<file path="config.mk">
export PLATFORM = sky130hd
export DESIGN_NAME = seq_divider
export DESIGN_NICKNAME = d
export VERILOG_FILES = /design/src/rtl/seq_divider.sv
export SDC_FILE = /design/constraint.sdc
export NUM_CORES = 1
export LEC_CHECK = 0
export ABC_AREA = 1
export BUFFER_PORTS_ARGS = -buffer_cell sky130_fd_sc_hd__buf_2
export CELL_PAD_IN_SITES_DETAIL_PLACEMENT = 1
export CELL_PAD_IN_SITES_GLOBAL_PLACEMENT = 1
export CORE_ASPECT_RATIO = 2
export CORE_UTILIZATION = 37
export CTS_BUF_LIST = sky130_fd_sc_hd__clkbuf_16
export DETAILED_ROUTE_END_ITERATION = 12
export PLACE_DENSITY = 0.74
export SLEW_MARGIN = 20
export SYNTH_ARGS = -nofsm -noshare
export SYNTH_HDL_FRONTEND = slang
export SYNTH_SLANG_ARGS = --single-unit
</file>
<file path="constraint.sdc">
create_clock -name clk -period 1.8 [get_ports clk]
set_clock_uncertainty 0.2 [all_clocks]
set_input_delay 0 -clock clk [delete_from_list [all_inputs] [get_ports clk]]
set_output_delay 0 -clock clk [all_outputs]
set_load 0.005 [all_outputs]
</file>
<file path="src/rtl/seq_divider.sv">
// Multi-cycle unsigned restoring divider, one quotient bit per clock.
// Ports: clk, rst_n, start, dividend, divisor -> busy, done, quotient, remainder, div_zero.
module seq_divider #(
  parameter int WIDTH = 4
) (
  input  logic             clk,
  input  logic             rst_n,
  input  logic             start,
  input  logic [WIDTH-1:0] dividend,
  input  logic [WIDTH-1:0] divisor,
  output logic             busy,
  output logic             done,
  output logic [WIDTH-1:0] quotient,
  output logic [WIDTH-1:0] remainder,
  output logic             div_zero
);

  localparam int CW = $clog2(WIDTH + 1);

  typedef enum logic [1:0] {
    IDLE,
    CALC,
    DONE
  } state_t;

  state_t         state;
  state_t         nstate;
  logic [CW-1:0]  cnt;
  logic [WIDTH-1:0] r;
  logic [WIDTH-1:0] q;
  logic [WIDTH-1:0] dvs;
  logic           dz;
  logic           accept;
  logic           last;
  logic           step;
  logic [WIDTH:0] rs;
  logic [WIDTH:0] t;
  logic [WIDTH-1:0] qs;

  assign accept = (state == IDLE) && start;
  assign last   = (state == CALC) && (cnt == '0);
  assign step   = (state == CALC) && (cnt != '0);

  // Shift {R,Q} left by one, then trial-subtract the divisor.
  assign rs = {r, q[WIDTH-1]};
  assign qs = {q[WIDTH-2:0], 1'b0};
  assign t  = rs - {1'b0, dvs};

  always_ff @(posedge clk or negedge rst_n) begin
    if (!rst_n) begin
      state <= IDLE;
    end else begin
      state <= nstate;
    end
  end

  always_comb begin
    nstate = state;
    unique case (state)
      IDLE: if (start) nstate = CALC;
      CALC: if (cnt == '0) nstate = DONE;
      DONE: nstate = IDLE;
      default: nstate = IDLE;
    endcase
  end

  always_comb begin
    busy = 1'b0;
    done = 1'b0;
    unique case (1'b1)
      (state == CALC): busy = 1'b1;
      (state == DONE): done = 1'b1;
      default: ;
    endcase
  end

  // A zero divisor preloads the saturated result and a zero step
  // count, so it skips the shift steps and finishes one edge later.
  always_ff @(posedge clk or negedge rst_n) begin
    if (!rst_n) begin
      cnt <= '0;
      r   <= '0;
      q   <= '0;
      dvs <= '0;
      dz  <= 1'b0;
    end else if (accept) begin
      dvs <= divisor;
      dz  <= (divisor == '0);
      if (divisor == '0) begin
        q   <= '1;
        r   <= dividend;
        cnt <= '0;
      end else begin
        q   <= dividend;
        r   <= '0;
        cnt <= CW'(WIDTH);
      end
    end else if (step) begin
      cnt <= cnt - 1'b1;
      if (!t[WIDTH]) begin
        r <= t[WIDTH-1:0];
        q <= {qs[WIDTH-1:1], 1'b1};
      end else begin
        r <= rs[WIDTH-1:0];
        q <= qs;
      end
    end
  end

  // Visible results move only when an operation completes.
  always_ff @(posedge clk or negedge rst_n) begin
    if (!rst_n) begin
      quotient  <= '0;
      remainder <= '0;
      div_zero  <= 1'b0;
    end else if (last) begin
      quotient  <= q;
      remainder <= r;
      div_zero  <= dz;
    end
  end

endmodule
</file>
==> out/metrics.yaml <==
crit_type: "reg -> reg"
numPortBuffers: 21
drv_slew: 0
min_period_over_period: 1.07
p_per_area_nw_per_um2: 2180
final_common_cell: "nand2_1"
wl_per_cell_um: 14.9
slowest_stage: "dfrtp_1"
cts.htree.levels: 1
cts.clk_slew.worst_paths_ps: 70
drc: 0
start_kind: "flop"
maxSlewHeadroom: 0.596
antenna_found_initial: 0
cts-buffers-inserted: 3
reg2reg_slack_ps: -130
place_congestion: 0.917
synthCells: 167
initial_core_util: 0.392
dr.first_iter.drc_count: 15
cpPeakStageDelay_ps: 410
root_buffer: "clkbuf_16"
worstMarginPinSlew_ps: 607
violations: "setup timing"
dieArea_um2: 4130
cp_common_cell: "nand2_2"
drt_wl_total_um: 3810
fp-row-count: 31
min_period_ps: 1930
layout_common_cells: "nand2_1 (28), dfrtp_1 (27), inv_1 (22)"
grt_use_total: 0.194
yosysWarnings: 0
status: "complete, but fails checks"
cp_max_fo: 5
worstPathRequired_ps: 1780
nNetsFinal: 225
setup_slack_ps: -131
cts.path.max_buffers: 2
hold_path_class: "in -> async"
path_cells: "ha_4 -> fa_2 -> inv_2 -> nand2_2 -> nand2_2 -> nand3_4 -> nand2_4 -> o22ai_1 -> o21ai_1"
p_leak_nw: 0.975
vias: 1243
diodes: 0
final_area_um2: 1910
avgViaCountPerCell: 4.87
clk_latency_ps: 260
grt_overflow: 0
ant_nets: 0
end_kind: "flop"
dp_hpwl_um: 2500
setup_viol: 5
layout-drive-gt1-share: 0.345
syn_avg_cell_area_um2: 8.56
worst_ir_drop_vdd_mv: 0.911
grt_pass1_wl_um: 5910
finalSetupTns_ps: -556
numClockSinks: 27
cts_tree: "done"
yosysSeqAreaShare: 0.473
cp.arrival_ps: 1910
first_pass_iters: 4
drv_cap: 0
coreArea_um2: 3650
rsz0062_at_grt: "true"
die_w_um: 45.9
yosys_register_bits: 27
ios: 22
final_hold_viol_count: 0
area_delta_synth_final_pct: 33.5
placed_cell_area_um2: 1600
syn_area_um2: 1430
grt_pass1_vias: 1342
synth.distinct_cells: 27
grt_max_degree: 28
synthesis.nets: 185
die_height_um: 89.9
fmax_mhz: 518
worst max-delay path: cells and delay by family (launching register included):
family	cells	cell delay (ps)
AND/OR/NAND/NOR	4	380
adder cells (fa/ha/maj)	2	530
flip-flops	1	410
AO/OA/AOI/OAI	2	240
buffers and inverters	1	90
routing by layer:
layer / share of wire / vias up / track usage / routed length [µm]
met1: 0.39 / 603 / 0.209 / 1470
li1: - / 610 / - / -
met3: 0.013 / 7 / 0.0120 / 51
met4: 0.024 / 0 / 0.0735 / 93
met2: 0.57 / 23 / 0.358 / 2190
met5: 0 / - / 0 / 0
logic make-up after synthesis:
logic type      Yosys count  share of synthesized area
simple gates             68                      0.222
buf+inv                  32                     0.0954
compound gates           31                      0.131
flops                    27                      0.473
fa+ha+maj                 7                     0.0665
xor+xnor                  2                     0.0123
synthesized netlist by cell type:
library cell | n | area share
nand2_1 | 34 | 0.089
dfrtp_1 | 27 | 0.47
inv_1 | 24 | 0.063
o21ai_0 | 15 | 0.053
nand3_1 | 13 | 0.046
nor2_1 | 11 | 0.029
ha_1 | 6 | 0.053
a21oi_2 | 5 | 0.031
o22ai_1 | 5 | 0.022
inv_2 | 4 | 0.011
nand2_2 | 4 | 0.018
a21oi_1 | 2 | 0.0070
buf_4 | 2 | 0.011
xor2_1 | 2 | 0.012
a31oi_1 | 1 | 0.0044
buf_2 | 1 | 0.0035
buf_6 | 1 | 0.0079
fa_1 | 1 | 0.014
nand3_2 | 1 | 0.0070
nand3_4 | 1 | 0.012
nand4_1 | 1 | 0.0044
nor2_2 | 1 | 0.0044
nor2_4 | 1 | 0.0079
o21a_1 | 1 | 0.0053
o21ai_1 | 1 | 0.0035
o21ai_2 | 1 | 0.0061
or2_1 | 1 | 0.0044
final timing paths:
| kind | startpoint | end | cells past startpoint |
|---|---|---|---|
| worst max-delay path | dvs[0] | q[0] | 9 |
| worst min-delay path | rst_n | remainder[2] | 2 |
| worst max register to register | dvs[0] | q[0] | 9 |
| worst min register to register | dz | div_zero | 2 |
| max in group asynchronous | rst_n | div_zero | 2 |
| min in group clk | dz | div_zero | 2 |
layout make-up:
cell class	count	area [µm²]
fill	450	1740
multi-input combinational	108	721
sequential	27	676
timing repair buffer	39	265
inverter	28	105
clock buffer	3	75.1
tap	49	61.3
clock inverter	1	5.00
flip-flops by register name (all words and copies together) (netlist names):
register,flops
quotient,4
dz,1
div_zero,1
cnt,3
q,4
state,2
remainder,4
dvs,4
r,4
stage by stage:
step	hold WS, ps	setup slack, ps	total power (W)	util	std cells
after global routing	149	-230	0.00450	0.523	255
after CTS	107	-114	0.00384	0.502	253
after global placement	-158	-63.6	0.00301	0.439	237
after detailed placement	-154	-153	0.00313	0.439	237
final	81.3	-131	0.00415	0.523	255
after floorplan	-496	22.5	0.00260	-	167
power breakdown:
group	total, W	internal [W]	switching (W)
Clock	0.000506	0.000300	0.000206
Sequential	0.00111	0.000914	0.000200
Combinational	0.00253	0.00101	0.00152
Total	0.00415	0.00223	0.00193
what timing repair did:
item	4_1_cts	5_1_grt
buffers inserted	2	2
resized for setup	9	14
setup endpoints to repair	5	10
endpoints found under the hold margin	41	0
hold buffers	10	0
pin swaps	2	6
Note: power is estimated with default switching activity, not from simulation.
